File: config.mk
export PLATFORM = sky130hd
export DESIGN_NAME = uart_text_cursor
export DESIGN_NICKNAME = d
export VERILOG_FILES = /design/src/rtl/uart_text_cursor.sv
export SDC_FILE = /design/constraint.sdc
export NUM_CORES = 1
export LEC_CHECK = 0
export ABC_AREA = 1
export BUFFER_PORTS_ARGS = -buffer_cell sky130_fd_sc_hd__buf_4
export CAP_MARGIN = 20
export CORE_MARGIN = 3
export CORE_UTILIZATION = 57
export DETAILED_ROUTE_END_ITERATION = 8
export PLACE_DENSITY_LB_ADDON = 0.15
export SLEW_MARGIN = 20
export SYNTH_ARGS = -nofsm -noshare
export SYNTH_HDL_FRONTEND = slang
export SYNTH_SLANG_ARGS = --single-unit
File: constraint.sdc
create_clock -name clk -period 1.9 [get_ports clk]
set_clock_uncertainty 0.05 [all_clocks]
set_input_delay 0.19 -clock clk [delete_from_list [all_inputs] [get_ports clk]]
set_output_delay 0.19 -clock clk [all_outputs]
set_load 0.01 [all_outputs]
File: src/rtl/uart_text_cursor.sv
// uart_text_cursor: turns received UART bytes into character-RAM writes
// and keeps the text cursor up to date.
//
// Printable bytes are written at the cursor, which then advances. LF/CR move
// to the start of the next row, BS blanks the previous cell, and FF starts a
// hardware clear sweep of the whole RAM (this sweep also runs after reset).
// While a sweep runs, one received byte can be held and is processed as soon
// as the sweep ends. Any further byte is dropped and the sticky overflow flag
// is set.
//
// Ports:
//   clk       system clock
//   reset     synchronous active-high reset
//   rx_data   received byte, qualified by rx_valid
//   rx_valid  one-cycle strobe per received byte
//   wr_en     RAM write enable (one cycle per write)
//   wr_row    RAM write row
//   wr_col    RAM write column
//   wr_data   RAM write data
//   cur_row   cursor row
//   cur_col   cursor column
//   busy      high while a clear sweep is running
//   overflow  sticky, set when a byte is dropped
module uart_text_cursor #(
  parameter int unsigned COLS  = 32,
  parameter int unsigned ROWS  = 4,
  parameter int unsigned COL_W = 5,
  parameter int unsigned ROW_W = 2,
  parameter logic [7:0]  BLANK = 8'h20
) (
  input  logic             clk,
  input  logic             reset,
  input  logic [7:0]       rx_data,
  input  logic             rx_valid,
  output logic             wr_en,
  output logic [ROW_W-1:0] wr_row,
  output logic [COL_W-1:0] wr_col,
  output logic [7:0]       wr_data,
  output logic [ROW_W-1:0] cur_row,
  output logic [COL_W-1:0] cur_col,
  output logic             busy,
  output logic             overflow
);

  localparam int unsigned IDX_W = ROW_W + COL_W;
  localparam logic [IDX_W-1:0] IDX_LAST = IDX_W'(ROWS * COLS - 1);
  localparam logic [COL_W-1:0] COL_LAST = COL_W'(COLS - 1);

  localparam logic [7:0] CH_BS    = 8'h08;
  localparam logic [7:0] CH_LF    = 8'h0A;
  localparam logic [7:0] CH_FF    = 8'h0C;
  localparam logic [7:0] CH_CR    = 8'h0D;
  localparam logic [7:0] CH_FIRST = 8'h20;
  localparam logic [7:0] CH_LAST  = 8'h7E;

  typedef enum logic {
    ST_IDLE  = 1'b0,
    ST_CLEAR = 1'b1
  } state_e;

  state_e           state_q, state_d;
  logic [IDX_W-1:0] idx_q, idx_d;
  logic             pend_valid_q, pend_valid_d;
  logic [7:0]       pend_data_q, pend_data_d;
  logic             wr_en_q, wr_en_d;
  logic [ROW_W-1:0] wr_row_q, wr_row_d;
  logic [COL_W-1:0] wr_col_q, wr_col_d;
  logic [7:0]       wr_data_q, wr_data_d;
  logic [ROW_W-1:0] cur_row_q, cur_row_d;
  logic [COL_W-1:0] cur_col_q, cur_col_d;
  logic             busy_q, busy_d;
  logic             overflow_q, overflow_d;

  // Byte selected for processing in IDLE (held byte has priority)
  logic             proc_valid;
  logic [7:0]       proc_byte;

  // Next-state, byte decode and write generation
  always_comb begin
    state_d      = state_q;
    idx_d        = idx_q;
    pend_valid_d = pend_valid_q;
    pend_data_d  = pend_data_q;
    wr_en_d      = 1'b0;
    wr_row_d     = wr_row_q;
    wr_col_d     = wr_col_q;
    wr_data_d    = wr_data_q;
    cur_row_d    = cur_row_q;
    cur_col_d    = cur_col_q;
    overflow_d   = overflow_q;
    proc_valid   = 1'b0;
    proc_byte    = 8'h00;

    case (state_q)
      ST_CLEAR: begin
        wr_en_d   = 1'b1;
        wr_row_d  = idx_q[IDX_W-1:COL_W];
        wr_col_d  = idx_q[COL_W-1:0];
        wr_data_d = BLANK;
        if (idx_q == IDX_LAST) begin
          state_d = ST_IDLE;
          idx_d   = '0;
        end else begin
          idx_d = idx_q + IDX_W'(1);
        end
        // Hold one byte for after the sweep; anything more is lost
        if (rx_valid) begin
          if (!pend_valid_q) begin
            pend_valid_d = 1'b1;
            pend_data_d  = rx_data;
          end else begin
            overflow_d = 1'b1;
          end
        end
      end

      default: begin
        if (pend_valid_q) begin
          proc_valid   = 1'b1;
          proc_byte    = pend_data_q;
          pend_valid_d = 1'b0;
          if (rx_valid) begin
            overflow_d = 1'b1;
          end
        end else if (rx_valid) begin
          proc_valid = 1'b1;
          proc_byte  = rx_data;
        end

        if (proc_valid) begin
          if (proc_byte >= CH_FIRST && proc_byte <= CH_LAST) begin
            wr_en_d   = 1'b1;
            wr_row_d  = cur_row_q;
            wr_col_d  = cur_col_q;
            wr_data_d = proc_byte;
            // Column wraps naturally; bump the row when it does
            cur_col_d = cur_col_q + COL_W'(1);
            if (cur_col_q == COL_LAST) begin
              cur_row_d = cur_row_q + ROW_W'(1);
            end
          end else if (proc_byte == CH_LF || proc_byte == CH_CR) begin
            cur_col_d = '0;
            cur_row_d = cur_row_q + ROW_W'(1);
          end else if (proc_byte == CH_BS) begin
            if (cur_col_q != '0) begin
              cur_col_d = cur_col_q - COL_W'(1);
              wr_en_d   = 1'b1;
              wr_row_d  = cur_row_q;
              wr_col_d  = cur_col_q - COL_W'(1);
              wr_data_d = BLANK;
            end else if (cur_row_q != '0) begin
              cur_row_d = cur_row_q - ROW_W'(1);
              cur_col_d = COL_LAST;
              wr_en_d   = 1'b1;
              wr_row_d  = cur_row_q - ROW_W'(1);
              wr_col_d  = COL_LAST;
              wr_data_d = BLANK;
            end
          end else if (proc_byte == CH_FF) begin
            state_d   = ST_CLEAR;
            idx_d     = '0;
            cur_row_d = '0;
            cur_col_d = '0;
          end
        end
      end
    endcase

    busy_d = (state_d == ST_CLEAR);
  end

  // State and output registers
  always_ff @(posedge clk) begin
    if (reset) begin
      state_q      <= ST_CLEAR;
      idx_q        <= '0;
      pend_valid_q <= 1'b0;
      pend_data_q  <= 8'h00;
      wr_en_q      <= 1'b0;
      wr_row_q     <= '0;
      wr_col_q     <= '0;
      wr_data_q    <= BLANK;
      cur_row_q    <= '0;
      cur_col_q    <= '0;
      busy_q       <= 1'b1;
      overflow_q   <= 1'b0;
    end else begin
      state_q      <= state_d;
      idx_q        <= idx_d;
      pend_valid_q <= pend_valid_d;
      pend_data_q  <= pend_data_d;
      wr_en_q      <= wr_en_d;
      wr_row_q     <= wr_row_d;
      wr_col_q     <= wr_col_d;
      wr_data_q    <= wr_data_d;
      cur_row_q    <= cur_row_d;
      cur_col_q    <= cur_col_d;
      busy_q       <= busy_d;
      overflow_q   <= overflow_d;
    end
  end

  assign wr_en    = wr_en_q;
  assign wr_row   = wr_row_q;
  assign wr_col   = wr_col_q;
  assign wr_data  = wr_data_q;
  assign cur_row  = cur_row_q;
  assign cur_col  = cur_col_q;
  assign busy     = busy_q;
  assign overflow = overflow_q;

endmodule

# After elaboration in Yosys (flattened, before gate mapping)
# Index checks and enable logic that the tools add are counted.
dict set report word_totals {
  ff_bits 41
  inputBits 11
  output_inout_bits 25
  word_cells 116
}
dict set report classes {
  add_sub_neg 5
  n_lt_le_gt_ge 2
  n_eq_ne 15
  mux 61
  bitwise 2
  reduce_logical 20
}
# op count
set op_table {}
lappend op_table {{two-way mux 8 bit} 8}
lappend op_table {{two-way mux 5 bit} 11}
lappend op_table {{two-way mux 7 bit} 7}
lappend op_table {{== test 8 x 4 -> 1 bit, second input constant} 4}
lappend op_table {{two-way mux 2 bit} 13}
lappend op_table {{two-way mux 1 bit} 22}
lappend op_table {{AND reduction 4 bit} 3}
lappend op_table {{>= comparator 8 x 6 -> 1 bit, second input constant} 1}
lappend op_table {{less-or-equal comparator 8 x 7 -> 1 bit, second input constant} 1}
lappend op_table {{!= test 2 bit, second input constant} 4}
lappend op_table {{nonzero test 2 bit} 4}
lappend op_table {{nonzero test 4 bit} 2}
lappend op_table {{adder 7 x 1 -> 7 bit, second input constant} 1}
lappend op_table {{== test 7 bit, second input constant} 1}
lappend op_table {{AND reduction 6 bit} 1}
lappend op_table {{nonzero test 3 bit} 2}
lappend op_table {{adder 5 x 1 -> 5 bit, second input constant} 1}
lappend op_table {{== test 5 bit, second input constant} 1}
lappend op_table {{!= test 5 x 3 -> 1 bit, second input constant} 1}
lappend op_table {{AND reduction 5 bit} 1}
lappend op_table {{nonzero test 5 bit} 1}
lappend op_table {{subtractor 5 x 1 -> 5 bit, second input constant} 1}
lappend op_table {{!= test 4 x 3 -> 1 bit, second input constant} 1}
lappend op_table {{!= test 4 bit, second input constant} 1}
lappend op_table {{10 further kinds} 12}

# Logic depth before layout (Yosys ltp)
dict set report logic_depth {
  depth_word 10
  ltp_mapped 15
  ltp_nobuf 14
}

# Worst setup path after synthesis
# OpenSTA, ideal clock, no wires.
dict set report synth_path {
  kind {register -> register}
  from {register cur_col_q[0] (netlist: cur_col[0])}
  to {register wr_col_q[2] (netlist: wr_col[2])}
  setup_ps 109
  t_arrival_ps 1542
  required_time_ps 1741
  slack_ps 199
  path_stages_with_launch 14
  path_buffers 0
  synth_period_minus_slack_ps 1701
  cell_sequence {dfxtp_1 > inv_1 > ha_1 > nand2_1 > nor2_2 > nand2_1 > nand3_2 > nand2_4 > nor2_4 > inv_4 > nor2_1 > nor2_1 > nand2_1 > inv_1}
}
dict set report synth_via {
  elab_chain_cells 7
  word_cells_on_any_way 10
  cone_classes {add/sub: 1; mux: 6; reduce/logical: 3}
}
# item line
set synth_rtl {}
lappend synth_rtl {{from (decl)} 70} ;# logic [COL_W-1:0] cur_col_q, cur_col_d;
lappend synth_rtl {{from (signal assigned)} 197} ;# cur_col_q <= cur_col_d;
lappend synth_rtl {{subtractor 5 x 1 -> 5 bit / nonzero test 5 bit (equally long branches)} {149, 145}}
lappend synth_rtl {{two-way mux 5 bit} 145} ;# if (cur_col_q != '0) begin
lappend synth_rtl {{two-way mux 5 bit} 144} ;# end else if (proc_byte == CH_BS) begin
lappend synth_rtl {{two-way mux 5 bit} 141} ;# end else if (proc_byte == CH_LF || proc_byte == CH_CR) begin
lappend synth_rtl {{two-way mux 5 bit} 131} ;# if (proc_byte >= CH_FIRST && proc_byte <= CH_LAST) begin
lappend synth_rtl {{two-way mux 5 bit} 130} ;# if (proc_valid) begin
lappend synth_rtl {{two-way mux 5 bit} 94} ;# case (state_q)
lappend synth_rtl {{to (signal assigned)} 194} ;# wr_col_q <= wr_col_d;
lappend synth_rtl {{to (decl)} 67} ;# logic [COL_W-1:0] wr_col_q, wr_col_d;
# Several ways; a longest one is shown, not always the timed one. The select of a mux whose other input is x is not followed.
# A chain may end at the register's enable or synchronous reset.

# Worst setup path in the final report
dict set report layout_path {
  from {register pend_valid_q}
  to {register wr_col_q[2] (netlist: wr_col[2])}
}
dict set report layout_via {
  elab_chain_cells 7
  word_cells_on_any_way 19
  cone_classes {order compare: 2; eq/ne: 4; mux: 7; reduce/logical: 6}
}
# item line
set layout_rtl {}
lappend layout_rtl {{from (decl)} 63} ;# logic pend_valid_q, pend_valid_d;
lappend layout_rtl {{from (signal assigned)} 190} ;# pend_valid_q <= pend_valid_d;
lappend layout_rtl {{two-way mux 8 bit} 118} ;# if (pend_valid_q) begin
lappend layout_rtl {{two-way mux 8 bit} 94}
lappend layout_rtl {{>= comparator 8 x 6 -> 1 bit / less-or-equal comparator 8 x 7 -> 1 bit (equally long branches)} 131}
lappend layout_rtl {{logical AND 1 bit} 131}
lappend layout_rtl {{two-way mux 5 bit} 131}
lappend layout_rtl {{two-way mux 5 bit} 130}
lappend layout_rtl {{two-way mux 5 bit} 94}
# Several ways; a longest one is shown, not always the timed one. The select of a mux whose other input is x is not followed.

==> impl_metrics.csv <==
group,metric,value,unit
cts,cts.sinks,41,
finish,stdcell_count,483,
synthesis,ys_seq_area_share,33.3,%
route,top_layer,"met4",
route,drc,0,
synthesis,ys.flop_type,"dfxtp_1",
floorplanning,die_w,71.8,um
floorplanning,die_area,5150,um2
floorplanning,ios,36,
finish,fin_util,74.3,%
global_routing,first_global_vias,2182,
finish,num-fill-cells,347,
global_routing,grt_pass1_wl,9630,um
timing,max_freq,543,MHz
floorplanning,die_y,71.8,um
synthesis,avgSynthCellArea,6.46,um2
synthesis,ys_warn_count,0,
cts,clkTransAtPathRegs,70,ps
finish,nets,450,
placed_design,place_ws,-1.06,ps
setup_path,crit_path_start_kind,"flip-flop",
global_routing,grt_max_degree,17,
finish,syn_to_final_growth,23.1,%
status,status,"completed",
setup_path,cp_max_fo,12,
synthesis,synthesis.area,2470,um2
setup_path,path_class,"flip-flop to flip-flop",
floorplanning,rows,23,
timing,finalSetupViolCount,0,
setup_path,r2r_start,"pend_valid_q",
setup_path,crit_path_end_kind,"flip-flop",
global_routing,grt_overflow,0,
timing,rsz0062_at_grt,"yes",
pwr,p_per_area,610,nW/um2
floorplanning,start_util,60.4,%
placed_design,portBuffers,35,
route,drt-initial-drc-count,210,
cts,cts_made_buffers,5,
finish,insertedDiodeCount,0,
finish,drive_above_1_share,22.9,%
finish,mostFrequentLayoutCell,"nand2_1",
timing,period_share,96.9,%
route,num_vias,2570,
timing,tightest_slew,512,ps
synthesis,synth_enable_flop_cells,0,
min_path,hp-class,"primary input to flip-flop",
cts,htreeDepth,2,
floorplanning,core_area,4090,um2
timing,slew_violations,0,
placed_design,gp_congestion,0.916,
setup_path,crit_arrival,1990,ps
route,met1_length,2840,um
cts,cts_root_buffer,"clkbuf_8",
timing,period_needed,1840,ps
cts,clk_path_buf_depth,2,
route,viasPerCell,5.32,
synthesis,async_reset_ff_share,0,%
placed_design,place_inst,469,
synthesis,syn_inst,382,
placed_design,dpl.hpwl,4340,um
timing,finalHoldViolations,0,
route,drt_wl_total,6250,um
setup_path,worstPathRequired,2050,ps
job,max-cap-violations,0,
route,dr_wl_met2,2850,um
cts,cts_tree,"done",
pwr,p_leak,1.51,nW
route,first_pass_iters,6,
pwr,irDropWorstVdd,314,uV
global_routing,antenna_found_initial,0,
route,met3RoutedLength,389,um
timing,holdWs,112,ps
synthesis,syn_nets,399,
synthesis,yosys_register_bits,41,
pwr,p_total,0.00185,W
global_routing,grt_use_total,23.4,%
route,ant_nets,0,
cts,clk_latency,300,ps
route,wl_per_cell,12.9,um
setup_path,critPathLaunch,"pend_valid_q",
min_path,min_from,"reset",
timing,fin_ws,58.1,ps
timing,maxSlewHeadroom,65.7,%
finish,final_cell_mix,"nand2_1, buf_4, inv_1, dfxtp_1, nor2_1",
synthesis,synth_cell_types,35,
[layer usage]
metal,vias to the layer above,global-route usage [%]
met5,-,0
met4,0,8.98
met3,26,5.61
met2,102,36.0
met1,1133,31.5
li1,1309,-
[logic make-up after synthesis]
kind of cell / Yosys count / synth area share (%)
simple gates: 220 / 38.6
buf+inv: 56 / 10.8
compound gates: 55 / 12.8
flops: 41 / 33.3
fa+ha+maj: 6 / 3.04
xor+xnor: 4 / 1.42
[layout make-up]
type / count / area, um2 / area share, %
clock buffer: 7 / 86.3 / 2.84
inverter: 43 / 169 / 5.56
sequential: 41 / 825 / 27.1
timing repair buffer: 55 / 424 / 14.0
multi-input combinational: 287 / 1470 / 48.4
tap: 50 / 62.6 / 2.06
[worst paths after layout]
| check | end | slack [ps] | cells after the start |
|---|---|---|---|
| setup / recovery | wr_col[2] | 60 | 14 |
| hold / removal | idx_q[2] | 110 | 2 |
| setup reg to reg | wr_col[2] | 60 | 14 |
| hold reg to reg | wr_data[7] | 400 | 2 |
[timing repair]
item | 4_1_cts | 5_1_grt
setup endpoints to repair | 3 | 21
gates cloned | 0 | 2
hold buffers | 0 | 0
setup buffers | 0 | 5
pin swaps | 0 | 11
resized for setup | 2 | 28
[report_power, final]
group	internal, W	total, W	switching, W
registers	0.000885	0.000906	0.0000210
logic	0.000138	0.000361	0.000223
clock network	0.000288	0.000587	0.000298
total	0.00131	0.00185	0.000542
[synthesized netlist by cell type, types with 4 or more instances]
cell,count,area (um2)
a21oi_1,23,115
nand2_1,127,477
nor2_1,45,169
clkbuf_1,4,15.0
nand2_2,4,25.0
inv_1,40,150
nor3_1,4,20.0
ha_1,6,75.1
buf_6,4,45.0
o21ai_0,19,95.1
nand3_1,27,135
dfxtp_1,41,821
nand4_1,4,25.0
[critical path, stage by stage (launching register included)]
cell,delay (ps)
dfxtp_4,370
inv_6,100
nand3_1,110
nand2_2,120
nand2_2,90
nor2_2,120
nand2_2,80
nand2_4,130
nand2_4,100
nor2_4,170
inv_4,70
nor2_1,90
nor2_1,50
nand2_1,60
inv_1,30
[stage by stage]
| stage | area [um2] | TNS, ps |
|---|---|---|
| finish | 3040 | 0 |
| global route | 3040 | -976 |
| CTS | 2890 | 0 |
| detailed placement | 2800 | -1.06 |
| global placement | 2800 | 0 |
| floorplan | 2470 | 0 |
[registers in the layout, summed over array words and instances, names as in the netlist]
name / flops
pend_data_q: 8
wr_data: 8
idx_q: 7
cur_col: 5
wr_col: 5
cur_row: 2
wr_row: 2
busy: 1
overflow: 1
pend_valid_q: 1
wr_en: 1
No activity file was read; power rests on OpenSTA's default activity.
